`src/rtl/vram_port_arbiter.sv`:
```
// Two-master Wishbone arbiter that shares one 16-bit VRAM port between the CPU (M0) and the blitter (M1).
// Round-robin on contention; a grant is held for the winner's whole CYC, so locked bursts stay indivisible.
module vram_port_arbiter (
   input  logic        CLK_I,
   input  logic        RST_I,
   input  logic        M0_CYC_I,
   input  logic        M0_STB_I,
   input  logic        M0_WE_I,
   input  logic [12:0] M0_ADR_I,
   input  logic [1:0]  M0_SEL_I,
   input  logic [15:0] M0_DAT_I,
   output logic [15:0] M0_DAT_O,
   output logic        M0_ACK_O,
   input  logic        M1_CYC_I,
   input  logic        M1_STB_I,
   input  logic        M1_WE_I,
   input  logic [12:0] M1_ADR_I,
   input  logic [1:0]  M1_SEL_I,
   input  logic [15:0] M1_DAT_I,
   output logic [15:0] M1_DAT_O,
   output logic        M1_ACK_O,
   output logic        S_CYC_O,
   output logic        S_STB_O,
   output logic        S_WE_O,
   output logic [12:0] S_ADR_O,
   output logic [1:0]  S_SEL_O,
   output logic [15:0] S_DAT_O,
   input  logic [15:0] S_DAT_I,
   input  logic        S_ACK_I,
   output logic [1:0]  GNT_O
);

   localparam logic [1:0] IDLE = 2'd0;
   localparam logic [1:0] G0   = 2'd1;
   localparam logic [1:0] G1   = 2'd2;

   logic [1:0] st;
   logic [1:0] st_nxt;
   logic       last;
   logic       req0;
   logic       req1;

   assign req0 = M0_CYC_I & M0_STB_I;
   assign req1 = M1_CYC_I & M1_STB_I;

   always_comb begin
      // NOTE: assign a default before the case so every path drives st_nxt and no latch is inferred.
      st_nxt = st;
      case (st)
         IDLE: begin
            if (req0 && req1) st_nxt = last ? G0 : G1;
            else if (req0)    st_nxt = G0;
            else if (req1)    st_nxt = G1;
            else              st_nxt = IDLE;
         end
         G0: begin
            // Owner keeps the port until it drops CYC; the waiter is handed off with no idle gap.
            if (!M0_CYC_I) begin
               if (req1)      st_nxt = G1;
               else if (req0) st_nxt = G0;
               else           st_nxt = IDLE;
            end
         end
         G1: begin
            if (!M1_CYC_I) begin
               if (req0)      st_nxt = G0;
               else if (req1) st_nxt = G1;
               else           st_nxt = IDLE;
            end
         end
         default: st_nxt = IDLE;
      endcase
   end

   always_ff @(posedge CLK_I) begin
      if (RST_I) begin
         st   <= IDLE;
         last <= 1'b1;
      end else begin
         st <= st_nxt;
         if (st_nxt == G0)      last <= 1'b0;
         else if (st_nxt == G1) last <= 1'b1;
      end
   end

   always_comb begin
      S_CYC_O = 1'b0;
      S_STB_O = 1'b0;
      S_WE_O  = 1'b0;
      S_ADR_O = '0;
      S_SEL_O = '0;
      S_DAT_O = '0;
      case (st)
         G0: begin
            S_CYC_O = M0_CYC_I;
            S_STB_O = M0_STB_I;
            S_WE_O  = M0_WE_I;
            S_ADR_O = M0_ADR_I;
            S_SEL_O = M0_SEL_I;
            S_DAT_O = M0_DAT_I;
         end
         G1: begin
            S_CYC_O = M1_CYC_I;
            S_STB_O = M1_STB_I;
            S_WE_O  = M1_WE_I;
            S_ADR_O = M1_ADR_I;
            S_SEL_O = M1_SEL_I;
            S_DAT_O = M1_DAT_I;
         end
         default: ;
      endcase
   end

   // An acknowledge arriving while idle (or after a reset) reaches nobody.
   assign M0_ACK_O = S_ACK_I & (st == G0);
   assign M1_ACK_O = S_ACK_I & (st == G1);
   assign M0_DAT_O = S_DAT_I;
   assign M1_DAT_O = S_DAT_I;
   assign GNT_O    = {st == G1, st == G0};

endmodule

```
`config.mk`:
```
export PLATFORM = sky130hd
export DESIGN_NAME = vram_port_arbiter
export DESIGN_NICKNAME = d
export VERILOG_FILES = /design/src/rtl/vram_port_arbiter.sv
export SDC_FILE = /design/constraint.sdc
export NUM_CORES = 1
export LEC_CHECK = 0
export CAP_MARGIN = 30
export CORE_AREA = 2 2 61 63
export CTS_CLUSTER_DIAMETER = 30
export CTS_CLUSTER_SIZE = 14
export DETAILED_ROUTE_END_ITERATION = 7
export DIE_AREA = 0 0 63 65
export DONT_BUFFER_PORTS = 1
export SLEW_MARGIN = 10
export SYNTH_ARGS = -nofsm -noshare
export SYNTH_HDL_FRONTEND = slang
export SYNTH_SLANG_ARGS = --single-unit
export TNS_END_PERCENT = 5
```
`constraint.sdc`:
```
create_clock -name CLK_I -period 1.91 [get_ports CLK_I]
set_input_delay 0.573 -clock CLK_I [delete_from_list [all_inputs] [get_ports CLK_I]]
set_output_delay 0.573 -clock CLK_I [all_outputs]
set_load 0.01 [all_outputs]
```
# == After elaboration in Yosys (flattened, before gate mapping) ==
# Index checks and enable logic that the tools add are counted.
# op_classes
n_reduce_logical,3
bitwise_logic,4
n_mux,17
eq_ne,4
# op_table
operator,count
$pmux W16 S2,1
$pmux W13 S2,1
$mux W2,7
$pmux W1 S2,3
$pmux W2 S3,1
$and A1 B1 Y1,4
$eq A2 B1 Y1 const B,2
$eq A2 B2 Y1 const B,2
$pmux W2 S2,1
$mux W1,3
$logic_not A2 Y1,1
$reduce_bool A2 Y1,1
$logic_and A1 B1 Y1,1
# word_totals
wordCells,30
register_bits,3
output_inout_bits,70

# == Logic depth before layout (Yosys ltp) ==
# depth
depth_word,8
mapped_depth,10
mapped_depth_nobuf,9

# == Least setup slack after synthesis ==
# Ideal clock, no wire load.
# synth_timing
kind,register -> register
start,register st[0]
end,register last
setup_ps,117
setup_slack_ps,77
path_buffers,1
period_less_slack_ps,1833
arrival_ps,1716
path_stages_with_launch,10
t_required_ps,1793
cell_sequence,dfxtp_1 > inv_1 > ha_1 > buf_6 > a22o_1 > nand3b_1 > o31ai_1 > ha_1 > mux2i_1 > nand2b_1
# synth_between
elab_chain_len,4
word_cells_on_any_way,10
cone_classes,eq/ne: 4; mux: 4; reduce/logical: 2
# synth_lines
item,line,source
start: declaration,37,logic [1:0] st;
start signal: assignment,80,st <= st_nxt;
$eq A2 B2 Y1 *,n/a,
via GNT_O[1],30,output logic [1:0] GNT_O
$pmux W2 S3 *,49,case (st)
via st_nxt[0],38,logic [1:0] st_nxt;
$eq A2 B1 Y1 / $eq A2 B2 Y1 (equally long branches),"81, 82",
$mux W1 / $reduce_bool A2 Y1 (equally long branches),n/a,
end signal: assignment,78,last <= 1'b1;
end signal: assignment,81,if (st_nxt == G0) last <= 1'b0;
end signal: assignment,82,else if (st_nxt == G1) last <= 1'b1;
end: declaration,39,logic last;
# The timed path passes the listed nets; every way through them passes the cells marked *.
# A chain may end at the register's enable or synchronous reset.

# == Worst setup path in the final report ==
# layout_timing
start,register st[0]
end,output port S_ADR_O[10]
# layout_between
elab_chain_len,2
word_cells_on_any_way,3
cone_classes,eq/ne: 2; mux: 1
# layout_lines
item,line,source
$eq A2 B2 Y1 / $eq A2 B1 Y1 (equally long branches),93,case (st)
$pmux W13 S2 *,93,
end: declaration,25,"output logic [12:0] S_ADR_O,"
# Mark *: on every way between the ends. The rest lies on a longest branch, timed or not.

==> impl_metrics.json <==
{
  "path_class": "register to output port",
  "root_buffer": "clkbuf_4",
  "synthTopCellsByArea": "buf_4, a22oi_1, nor2b_1",
  "fmax_mhz": 500,
  "path_clk_slew_ns": 0.03,
  "relSlewSlack_pct": 84.0,
  "worst_slack_ns": -0.0914,
  "crit_arrival_ns": 1.43,
  "yosys_register_bits": 3,
  "clock_sinks": 3,
  "drtIter0Drc": 27,
  "avgRoutedWirePerCell_um": 22.1,
  "hp-class": "input port to register",
  "row_count": 22,
  "seq_area_frac_synth_pct": 5.48,
  "syn_area_per_cell_sq_um": 7.61,
  "diodes": 0,
  "dr.pass1.iters": 4,
  "port-buffer-count": 0,
  "worstHoldPathCells": 1,
  "synth-edff-count": 0,
  "core-area_sq_um": 3500,
  "failed_checks": "setup timing",
  "yosys.area.top_type": "buf_4",
  "worstSetupStartpointType": "register",
  "cp_data_required_time_ns": 1.34,
  "tightest_slew_ns": 0.239,
  "crit_fanout": 11,
  "p_total_mw": 0.403,
  "fin_nets": 216,
  "drv_slew": 0,
  "ff2ff_path_depth": 9,
  "fp.dieW_um": 63,
  "end_kind": "output port",
  "vias": 988,
  "status": "complete, but fails checks",
  "track_usage_pct": 17.3,
  "async_reset_ff_share_pct": 0,
  "cts_tree": "yes",
  "skew_ns": 0.000100,
  "gr-total-overflow": 0,
  "viasPerCell": 5.81,
  "postLayoutCoreUtil_pct": 36.4,
  "hpwl_um": 2480,
  "synth_commonest_cells": "buf_4, nor2b_1, a22oi_1",
  "synth_cell_types": 24,
  "min_period_ns": 2.00,
  "ir_worst_vdd_mv": 0.289,
  "die_y_um": 65,
  "cts_hold_buf": 0,
  "drive_gt1_share_pct": 64.8,
  "grt_pass1_vias": 1090,
  "fin_setup_tns_ns": -0.526,
  "synth_most_common_cell": "buf_4",
  "hold_viol_final": 0,
  "netlist.area_leader.share_pct": 26.7,
  "rsz0062_at_grt": "true",
  "post-route-drc-count": 0,
  "die_area_sq_um": 4100,
  "numCtsBuffers": 3,
  "syn_area_sq_um": 1100,
  "syn_nets": 237,
  "gp_congestion": 0.849,
  "yosysWarningCount": 0,
  "power_density_nw_per_um2": 317,
  "grt_max_degree": 19,
  "area_growth_pct": 16.2,
  "io_pins": 157,
  "insertion_delay_ns": 0.23,
  "antenna_found_initial": 0,
  "drv_cap": 0,
  "syn_inst": 144,
  "drt-total-wl_um": 3760,
  "post-route-period-util_pct": 105,
  "setup_viol_count_final": 14,
  "leakagePower_nw": 0.338,
  "htreeDepth": 1,
  "nFillCells": 387,
  "drtAntennaViolNets": 0,
  "pre_cts_ws_ns": -0.0201,
  "synth_flop_cell": "dfxtp_1",
  "clockBufferDepth": 2,
  "grt_pass1_wl_um": 5510,
  "start_util_pct": 31.4
}
[sequential cells by signal (all words and copies together) (netlist names)]
name / count
last: 1
st: 2
[power breakdown]
part           switching, mW  total, mW  internal [mW]  leakage, nW
clock                 0.0326      0.111         0.0783       0.0150
sequential           0.00449     0.0695         0.0650       0.0259
combinational          0.104      0.223          0.119        0.297
total                  0.141      0.403          0.262        0.338
[worst max-delay path, cell delays in order, from the launching register on]
cell,delay [ns]
dfxtp_4,0.37
inv_4,0.05
ha_4,0.17
bufbuf_16,0.28
a22oi_1,0.22
nor2b_2,0.09
[stage by stage]
step | instances | cell area [sq um] | hold slack [ns]
4_1_cts | 170 | 1200 | 0.418
3_3_place_gp | 161 | 942 | 0.488
3_5_place_dp | 161 | 942 | 0.487
2_1_floorplan | 144 | 1100 | 0.462
6_report | 170 | 1270 | 0.431
5_1_grt | 170 | 1270 | 0.425
[placed cells by master, fill, tap and decap left out, types with 2 or more instances in the layout]
cell type and n:
nor2b_2 33, a22oi_1 20, a22oi_2 14, buf_4 8
buf_6 6, nand2b_1 4, ha_4 3, clkbuf_4 3
nand2_1 2, a21boi_1 2, o211ai_2 2, inv_4 2
and2_1 2, ha_1 2, buf_12 2, dfxtp_4 2
[worst paths after layout]
kind,from,endpoint,slack [ns]
setup / recovery,st[0]$_SDFF_PP0_,S_ADR_O[10],-0.09
hold / removal,RST_I,st[0]$_SDFF_PP0_,0.43
setup reg to reg,st[0]$_SDFF_PP0_,last$_SDFFE_PP1P_,-0.01
hold reg to reg,last$_SDFFE_PP1P_,last$_SDFFE_PP1P_,0.50
[repair_timing]
action / in CTS / in global routing
endpoints found under the hold margin: 0 / 0
buffers inserted: 2 / 0
resized for setup: 54 / 19
cloned: 3 / 0
setup endpoints to repair: 35 / 35
pin swaps: 3 / 4
[routing by layer]
layer / part of all wire, % / global-route usage (%) / vias to the layer above / wire length [um]
met4: 3.3 / 9.44 / 0 / 125
met5: 0 / 0 / - / 0
li1: - / - / 437 / -
met2: 50 / 28.7 / 65 / 1890
met3: 9.0 / 5.03 / 23 / 337
met1: 37 / 19.9 / 463 / 1410
[logic make-up (layout without fill, tap and decap cells)]
family,after synthesis,count (layout),synth area share (%)
simple gates,45,45,25.0
mux,1,1,0.913
compound gates,43,43,31.8
fa+ha+maj,6,6,6.85
flops,3,3,5.48
buf+inv,46,24,29.9
[cell type report]
class	instances	area, sq um	share of cell area, %
tap	48	60.1	4.72
clock buffer	4	26.3	2.06
inverter	3	16.3	1.28
sequential	3	67.6	5.30
multi-input combinational	95	903	70.9
timing repair buffer	17	200	15.7
Note: power is estimated with default switching activity, not from simulation.
